==> src/rtl/dmem_arbiter.sv <==
// -----------------------------------------------------------------------------
// dmem_arbiter
//
// Shares one single-port data SRAM between the pipeline MEM stage (cpu_*) and
// a host loader (ext_*). Requests are arbitrated only in IDLE. The CPU normally
// wins. An ext request that has been refused MAX_WAIT IDLE cycles in a row
// takes priority on the next IDLE cycle, so the loader cannot be starved.
//
// Ports
//   clk, rst                    clock, synchronous active-high reset
//   cpu_req/we/addr/wdata       MEM-stage request (read when cpu_we=0)
//   cpu_rdata, cpu_stall        read data (valid in CPU_DATA), hold pipeline
//   ext_req/we/addr/wdata       loader request, held stable until ext_ack
//   ext_ack, ext_rdata          one-cycle completion pulse, registered read data
//   mem_addr/wen/ren/wdata      SRAM command, driven only in the grant cycle
//   mem_rdata                   SRAM read data, valid one cycle after mem_ren
// -----------------------------------------------------------------------------
module dmem_arbiter #(
  parameter int ADDR_W   = 64,
  parameter int DATA_W   = 64,
  parameter int MAX_WAIT = 4
) (
  input  logic              clk,
  input  logic              rst,
  input  logic              cpu_req,
  input  logic              cpu_we,
  input  logic [ADDR_W-1:0] cpu_addr,
  input  logic [DATA_W-1:0] cpu_wdata,
  output logic [DATA_W-1:0] cpu_rdata,
  output logic              cpu_stall,
  input  logic              ext_req,
  input  logic              ext_we,
  input  logic [ADDR_W-1:0] ext_addr,
  input  logic [DATA_W-1:0] ext_wdata,
  output logic              ext_ack,
  output logic [DATA_W-1:0] ext_rdata,
  output logic [ADDR_W-1:0] mem_addr,
  output logic              mem_wen,
  output logic              mem_ren,
  output logic [DATA_W-1:0] mem_wdata,
  input  logic [DATA_W-1:0] mem_rdata
);

  // A zero-width counter is not legal; MAX_WAIT=0 still needs one bit.
  localparam int WAIT_W = (MAX_WAIT < 1) ? 1 : $clog2(MAX_WAIT + 1);
  localparam logic [WAIT_W-1:0] WAIT_MAX = WAIT_W'(MAX_WAIT);

  typedef enum logic [1:0] {
    IDLE     = 2'd0,
    CPU_DATA = 2'd1,
    EXT_DATA = 2'd2
  } state_t;

  state_t              r_state;
  logic [WAIT_W-1:0]   r_wait_cnt;
  logic                r_ext_we;     // direction of the ext access in flight
  logic [DATA_W-1:0]   r_ext_rdata;

  logic                w_idle;
  logic                w_grant_ext;
  logic                w_grant_cpu;

  // Grants exist only in IDLE and never while reset is held, so no command
  // reaches the SRAM during reset.
  always_comb begin
    w_idle      = (r_state == IDLE) && !rst;
    w_grant_ext = w_idle && ext_req && (!cpu_req || (r_wait_cnt == WAIT_MAX));
    w_grant_cpu = w_idle && cpu_req && !w_grant_ext;
  end

  // SRAM command mux: issued combinationally in the grant cycle.
  always_comb begin
    mem_addr  = '0;
    mem_wdata = '0;
    mem_wen   = 1'b0;
    mem_ren   = 1'b0;
    if (w_grant_ext) begin
      mem_addr  = ext_addr;
      mem_wdata = ext_wdata;
      mem_wen   = ext_we;
      mem_ren   = !ext_we;
    end else if (w_grant_cpu) begin
      mem_addr  = cpu_addr;
      mem_wdata = cpu_wdata;
      mem_wen   = cpu_we;
      mem_ren   = !cpu_we;
    end
  end

  // Status outputs decode the state register; the rst term forces them low
  // during the reset cycle even if an access was in flight.
  always_comb begin
    ext_ack   = (r_state == EXT_DATA) && !rst;
    cpu_rdata = ((r_state == CPU_DATA) && !rst) ? mem_rdata : '0;
    // The CPU runs free when idle, when its read completes, or when its
    // write is accepted this cycle; any other request holds the pipeline.
    cpu_stall = cpu_req && !rst && (r_state != CPU_DATA) && !(w_grant_cpu && cpu_we);
  end

  assign ext_rdata = r_ext_rdata;

  always_ff @(posedge clk) begin
    if (rst) begin
      r_state     <= IDLE;
      r_wait_cnt  <= '0;
      r_ext_we    <= 1'b0;
      r_ext_rdata <= '0;
    end else begin
      case (r_state)
        IDLE: begin
          if (w_grant_ext) begin
            r_state  <= EXT_DATA;
            r_ext_we <= ext_we;
          end else if (w_grant_cpu && !cpu_we) begin
            r_state <= CPU_DATA;
          end
        end
        CPU_DATA: r_state <= IDLE;
        EXT_DATA: begin
          r_state <= IDLE;
          // Direction was latched at issue: the loader may already have
          // dropped ext_req, but the issued access still completes.
          if (!r_ext_we) begin
            r_ext_rdata <= mem_rdata;
          end
        end
        default: r_state <= IDLE;
      endcase

      // Starvation counter: counts refused IDLE cycles, saturating.
      if (!ext_req || w_grant_ext) begin
        r_wait_cnt <= '0;
      end else if ((r_state == IDLE) && (r_wait_cnt < WAIT_MAX)) begin
        r_wait_cnt <= r_wait_cnt + WAIT_W'(1);
      end
    end
  end

endmodule

==> config.mk <==
export PLATFORM = sky130hd
export DESIGN_NAME = dmem_arbiter
export DESIGN_NICKNAME = d
export VERILOG_FILES = /design/src/rtl/dmem_arbiter.sv
export SDC_FILE = /design/constraint.sdc
export NUM_CORES = 1
export LEC_CHECK = 0
export CAP_MARGIN = 20
export CORE_AREA = 2 2 230 232
export DETAILED_ROUTE_END_ITERATION = 16
export DIE_AREA = 0 0 232 234
export GPL_ROUTABILITY_DRIVEN = 0
export PLACE_DENSITY = 0.46
export RECOVER_POWER = 100
export SETUP_SLACK_MARGIN = 0.1
export SYNTH_ARGS = -nofsm -noshare
export SYNTH_HDL_FRONTEND = slang
export SYNTH_SLANG_ARGS = --single-unit
==> constraint.sdc <==
create_clock -name clk -period 1.8 [get_ports clk]
set_input_delay 0.18 -clock clk [delete_from_list [all_inputs] [get_ports clk]]
set_output_delay 0.18 -clock clk [all_outputs]
set_load 0.01 [all_outputs]
==> results of run 1 <==
==> flip-flops by register name (all words and copies together) (netlist names) <==
signal	flops
r_ext_we	1
ext_rdata	64
r_wait_cnt	3
r_state	2
==> cell type report <==
class                           instances  area (um2)
Fill cell                            5602       37100
Timing Repair Buffer                  768        8110
Multi-Input combinational cell        541        3760
Sequential cell                        70        1410
Tap cell                              688         861
Inverter                              134         503
Clock buffer                           10         229
Clock inverter                          6        70.1
Antenna cell                            7        17.5
==> cells by family after synthesis <==
kind of cell | after synthesis | share of synthesized area (%)
buffers and inverters | 191 | 15.5
and+or+nand+nor | 337 | 27.1
muxes | 131 | 24.2
xor gates and xnor gates | 1 | 0.162
DFF | 70 | 25.8
adders and majority gates | 2 | 0.461
AOI/OAI and AO/OA | 70 | 6.83
==> synth_stat cells, drive strengths merged, types with 2 or more instances <==
cell type	instances	area, um2
inv	134	503
nor2	6	22.5
nand2	258	968
ha	2	25.0
and2	64	400
buf	40	273
nor3b	2	15.0
dfxtp	70	1400
mux2i	131	1310
a21oi	65	325
clkbuf	17	63.8
nor2b	2	12.5
a21bo	2	20.0
==> metrics by stage <==
stage | setup TNS [ns] | hold WS [ns]
after floorplan | 0 | 0.316
after global placement | -84.43 | 0.441
after detailed placement | -86.67 | 0.447
after CTS | -76.50 | 0.275
after global routing | -81.42 | 0.342
final | -65.62 | 0.282
==> path summary, 6_finish.rpt <==
check / startpoint / endpoint / slack, ns / depth (start not counted)
worst max-delay path: r_wait_cnt[0] / mem_addr[42] / -0.59 / 11
worst max register to register: r_state[1] / r_state[0] / 0.18 / 9
worst min-delay path: rst / r_ext_we / 0.28 / 3
worst min register to register: ext_rdata[8] / ext_rdata[8] / 0.45 / 2
==> power by group through the flow <==
stage                     logic, W  registers [W]  clock network [W]
after detailed placement   0.00234        0.00166                  0
after CTS                  0.00262        0.00163            0.00192
after global routing       0.00286        0.00163            0.00197
final                      0.00271        0.00163            0.00183
after global placement     0.00234        0.00166                  0
after floorplan           0.000649        0.00168                  0
==> worst reg2reg max path, cell delays in order, from the launching register on <==
cell and delay, ns:
dfxtp_4 0.37, nor4b_4 0.27, buf_6 0.15, buf_12 0.11
buf_16 0.12, buf_8 0.12, buf_12 0.13, nand2_2 0.07
buf_4 0.13, nor2_1 0.08
==> metal layers <==
| layer | wire length (um) | global-route usage, % |
|---|---|---|
| met1 | 15500 | 15.0 |
| met5 | 121 | 0 |
| met2 | 22900 | 28.4 |
| met4 | 2070 | 8.15 |
| met3 | 3300 | 4.54 |
==> what timing repair did <==
action,in CTS,in global routing
pin swaps,24,21
gates resized for setup,855,209
gates cloned,18,1
setup buffers,81,27
setup endpoints to repair,212,257
==> results_dict.tcl, run 1 <==
set metrics [dict create \
    yosysWarningCount 0 \
    grt_antenna_before_repair 19 \
    path_common_cell "buf_12" \
    root_buffer "clkbuf_16" \
    layout-drive-gt1-share_pct 34.9 \
    vias 8072 \
    maxSlewViolCount 0 \
    ys.flop_type "dfxtp_1" \
    pin_count 586 \
    avgSynthCellArea_um2 6.76 \
    layoutNonFillerInstCount 2224 \
    final_cell_mix "clkdlybuf4s50_1 (326), nand2_1 (241), buf_6 (144)" \
    num-nets-final 1852 \
    cts_tree "built" \
    p_int_w 0.00429 \
    start_kind "register" \
    p_per_area_nw_per_um2 412 \
    placedCellCount 2090 \
    numPortBuffers 585 \
    crit_path_max_fanout 6 \
    dr.first_iter.drc_count 161 \
    synth.cell_area_um2 5420 \
    crit_buf_inv 7 \
    setup_viol 194 \
    fmax_ghz 0.418 \
    min_period_ns 2.39 \
    design_area_um2 15000 \
    grt_overflow 0 \
    swShare_pct 30.4 \
    path_clk_slew_ns 0.06 \
    crit_family "buffers and inverters" \
    clock_insertion_delay_worst_skew_ns 0.35 \
    worst_slack_ns -0.591 \
    dpl_cell_area_um2 12600 \
    grt_pass1_vias 8143 \
    end_kind "output pin" \
    pwr-share-clk_pct 29.7 \
    tightest_slew_ns 0.631 \
    power_switching_w 0.00187 \
    die_x_um 232 \
    fin_worst_skew_ns 0.00912 \
    viasPerCell 3.63 \
    syn-instance-count 802 \
    place_hpwl_mm 34.6 \
    synth_edf_count 0 \
    cts_buffers 9 \
    wl_per_cell_um 19.7 \
    rsz0062_at_grt "yes" \
    dpl_worst_slack_ns -0.854 \
    ir_worst_vdd_mv 0.357 \
    clock_sinks 70 \
    clockBufferDepth 2 \
    synth_seq_cells 70 \
    coreArea_um2 52000 \
    path_cells "inv_2 > ha_4 > a21bo_4 > nand3_4 > buf_12 > buf_12 > buf_12 > buf_8 > mux2i_4 > buf_6 > buf_12" \
    finalHoldViolations 0 \
    layout.cells.most_common "clkdlybuf4s50_1" \
    min_path_type "in2reg" \
    fp.dieH_um 234 \
    track_usage_pct 15.2 \
    crit_slowest_cell "dfxtp_2" \
    max_stage_delay_ns 0.33 \
    path_class "reg2out" \
    required_ns 1.62 \
    status "finished with violations" \
    ant_nets 0 \
    grt_pass1_wl_mm 58.0 \
    min_period_over_period_pct 133 \
    drt_wl_total_mm 43.8 \
    final_util_pct 28.8 \
    maxCapViolCount 0 \
    pwr-share-seq_pct 26.4 \
    max_slew_margin_pct 57.9 \
    htree_levels 3 \
    drcViolationCount 0 \
    hold_buffers 0 \
    rows 84 \
    combPwrFrac_pct 43.9 \
    yosysUniqueCellTypes 24 \
    worstPathArrival_ns 2.21 \
    leakage_nw 7.30 \
    dieArea_um2 54300 \
    synth-async-reset-ratio_pct 0 \
    drtPass1Iterations 6 \
    seq_area_frac_synth_pct 25.8 \
    violations "negative setup slack" \
    syn_to_final_growth_pct 176 \
    p_total_w 0.00617 \
    synth_fp_nets 1130 \
    grt_max_degree 54 \
    start_util_pct 10.4 \
]
No activity file was read; power rests on OpenSTA's default activity.
==> run 2: changes to the inputs <==
--- a/config.mk
+++ b/config.mk
@@ -6,11 +6,12 @@
 export NUM_CORES = 1
 export LEC_CHECK = 0
 export CAP_MARGIN = 20
-export CORE_AREA = 2 2 230 232
+export CORE_AREA = 2 2 228 230
 export DETAILED_ROUTE_END_ITERATION = 16
-export DIE_AREA = 0 0 232 234
+export DIE_AREA = 0 0 230 232
+export DONT_BUFFER_PORTS = 1
 export GPL_ROUTABILITY_DRIVEN = 0
-export PLACE_DENSITY = 0.46
+export PLACE_DENSITY = 0.32
 export RECOVER_POWER = 100
 export SETUP_SLACK_MARGIN = 0.1
 export SYNTH_ARGS = -nofsm -noshare
==> constraint.sdc (replaced) <==
create_clock -name clk -period 2.8 [get_ports clk]
set_input_delay 0.28 -clock clk [delete_from_list [all_inputs] [get_ports clk]]
set_output_delay 0.28 -clock clk [all_outputs]
set_load 0.01 [all_outputs]
==> run 2 against run 1 <==
Compared with the run above: sequential cell count unchanged; sequential share of layout area increased by 11 points; total power decreased by 54%; utilization decreased by 15 points; critical path depth decreased by 4; global-route usage decreased by 3.8 points; clock power decreased by 40%; largest cell class is now multi-input gates; the flow finishes with violations (max-capacitance violations, max-slew violations); die area decreased by 1.7%; non-clock buffer count decreased by 660; count of clock-buffer cells in the layout increased by 2; sequential power decreased by 34%; largest power group is now clock.
==> results_dict.tcl, run 2 (synthesis gave the netlist of run 1 again) <==
set metrics [dict create \
    largest_register_ffs 64 \
    num-nets-final 1192 \
    setup_viol 0 \
    clock_insertion_delay_worst_skew_ns 0.35 \
    dieArea_um2 53400 \
    min_period_ns 2.72 \
    wl_per_cell_um 21.2 \
    die_x_um 230 \
    layout.cells.most_common "nand2_1" \
    path_clk_slew_ns 0.06 \
    coreArea_um2 50900 \
    path_class "reg2out" \
    layout-drive-gt1-share_pct 8.99 \
    min_path_type "in2reg" \
    vias 5551 \
    dr.first_iter.drc_count 224 \
    rows 83 \
    grt_overflow 0 \
    cp-startpoint "r_wait_cnt[0]" \
    syn_to_final_growth_pct 27.5 \
    drcViolationCount 0 \
    hp-start "mem_rdata[22]" \
    grt_antenna_before_repair 3 \
    design_area_um2 6920 \
    clockBufferDepth 2 \
    ant_nets 0 \
    end_kind "output pin" \
    rsz0062_at_grt "yes" \
    numPortBuffers 0 \
    drtPass1Iterations 5 \
    viasPerCell 3.58 \
    grt_pass1_wl_mm 42.3 \
    dpl_cell_area_um2 6800 \
    cts_buffers 9 \
    finalSetupTns_ns 0 \
    top_layer "met4" \
    cts_tree "built" \
    grt_pass1_vias 5509 \
    pin_count 586 \
    holdWs_ns 0.0579 \
    required_ns 2.52 \
    met3_length_mm 2.61 \
    p_per_area_nw_per_um2 411 \
    worstPathArrival_ns 2.44 \
    crit_path_max_fanout 13 \
    fmax_ghz 0.367 \
    leakage_nw 3.50 \
    place_hpwl_mm 28.2 \
    violations "max-capacitance violations, max-slew violations" \
    fp.dieH_um 232 \
    drt-met1-wl_mm 11.6 \
    clock_sinks 70 \
    finalHoldViolations 0 \
    grt_max_degree 65 \
    maxCapViolCount 1 \
    r2r-start "r_state[1]" \
    min_period_over_period_pct 97.3 \
    tightest_slew_ns 1.52 \
    fin_worst_skew_ns 0.00863 \
    track_usage_pct 11.4 \
    max_slew_margin_pct -1.48 \
    maxSlewViolCount 64 \
    start_util_pct 10.7 \
    final_cell_mix "nand2_1 (258), inv_1 (134), mux2i_1 (127)" \
    ir_worst_vdd_mv 0.256 \
    root_buffer "clkbuf_16" \
    start_kind "register" \
    status "finished with violations" \
    wl_met2_mm 16.9 \
    drt_wl_total_mm 32.9 \
    htree_levels 3 \
]
run 2: final cells by class:
type,instances,area (um2)
timing repair buffer,108,652
antenna,4,10.0
multi-input combinational,541,3220
fill,5990,44000
inverter,134,503
clock buffer,12,256
sequential,70,1400
clock inverter,3,20.0
tap,680,851
run 2: through the flow:
| step | util [%] | power (W) | std cells | setup slack [ns] |
|---|---|---|---|---|
| after floorplan | - | 0.00149 | 802 | 0.919 |
| after global placement | 13.4 | 0.00180 | 1530 | 0.311 |
| after detailed placement | 13.4 | 0.00180 | 1530 | 0.322 |
| after CTS | 14.0 | 0.00299 | 1546 | 0.0186 |
| after global routing | 13.6 | 0.00302 | 1551 | 0.0406 |
| final | 13.6 | 0.00284 | 1552 | 0.0755 |
run 2: final timing paths:
| check | cells past startpoint | slack [ns] | endpoint |
|---|---|---|---|
| worst max-delay path | 7 | 0.08 | mem_addr[10] |
| worst min-delay path | 2 | 0.06 | ext_rdata[22] |
| worst max register to register | 5 | 0.31 | ext_rdata[49] |
| worst min register to register | 2 | 0.50 | ext_rdata[52] |
run 2: where the power goes:
group	internal, W	switching (W)	total, W
sequential	0.00103	0.0000381	0.00107
clock	0.000642	0.000458	0.00110
combinational	0.000219	0.000456	0.000675
run 2: timing repair:
action,CTS,global route
pin swaps,0,1
buffers inserted,0,1
hold buffers,1,0
hold endpoints to repair,64,0
gates resized for setup,5,3
cloned,0,1
setup endpoints to repair,6,12
run 2: routing by layer:
metal | track usage [%] | vias to the layer above
met5 | 0 | -
met4 | 6.51 | 0
met3 | 3.22 | 46
met2 | 21.3 | 388
met1 | 11.2 | 2545
li1 | - | 2572
run 2: critical path: stages (launching register included):
cell and delay, ns:
dfxtp_1 0.37, inv_1 0.06, ha_1 0.19, a21bo_2 0.24, nand3_4 0.15, buf_4 0.31
mux2i_1 0.52, buf_4 0.24
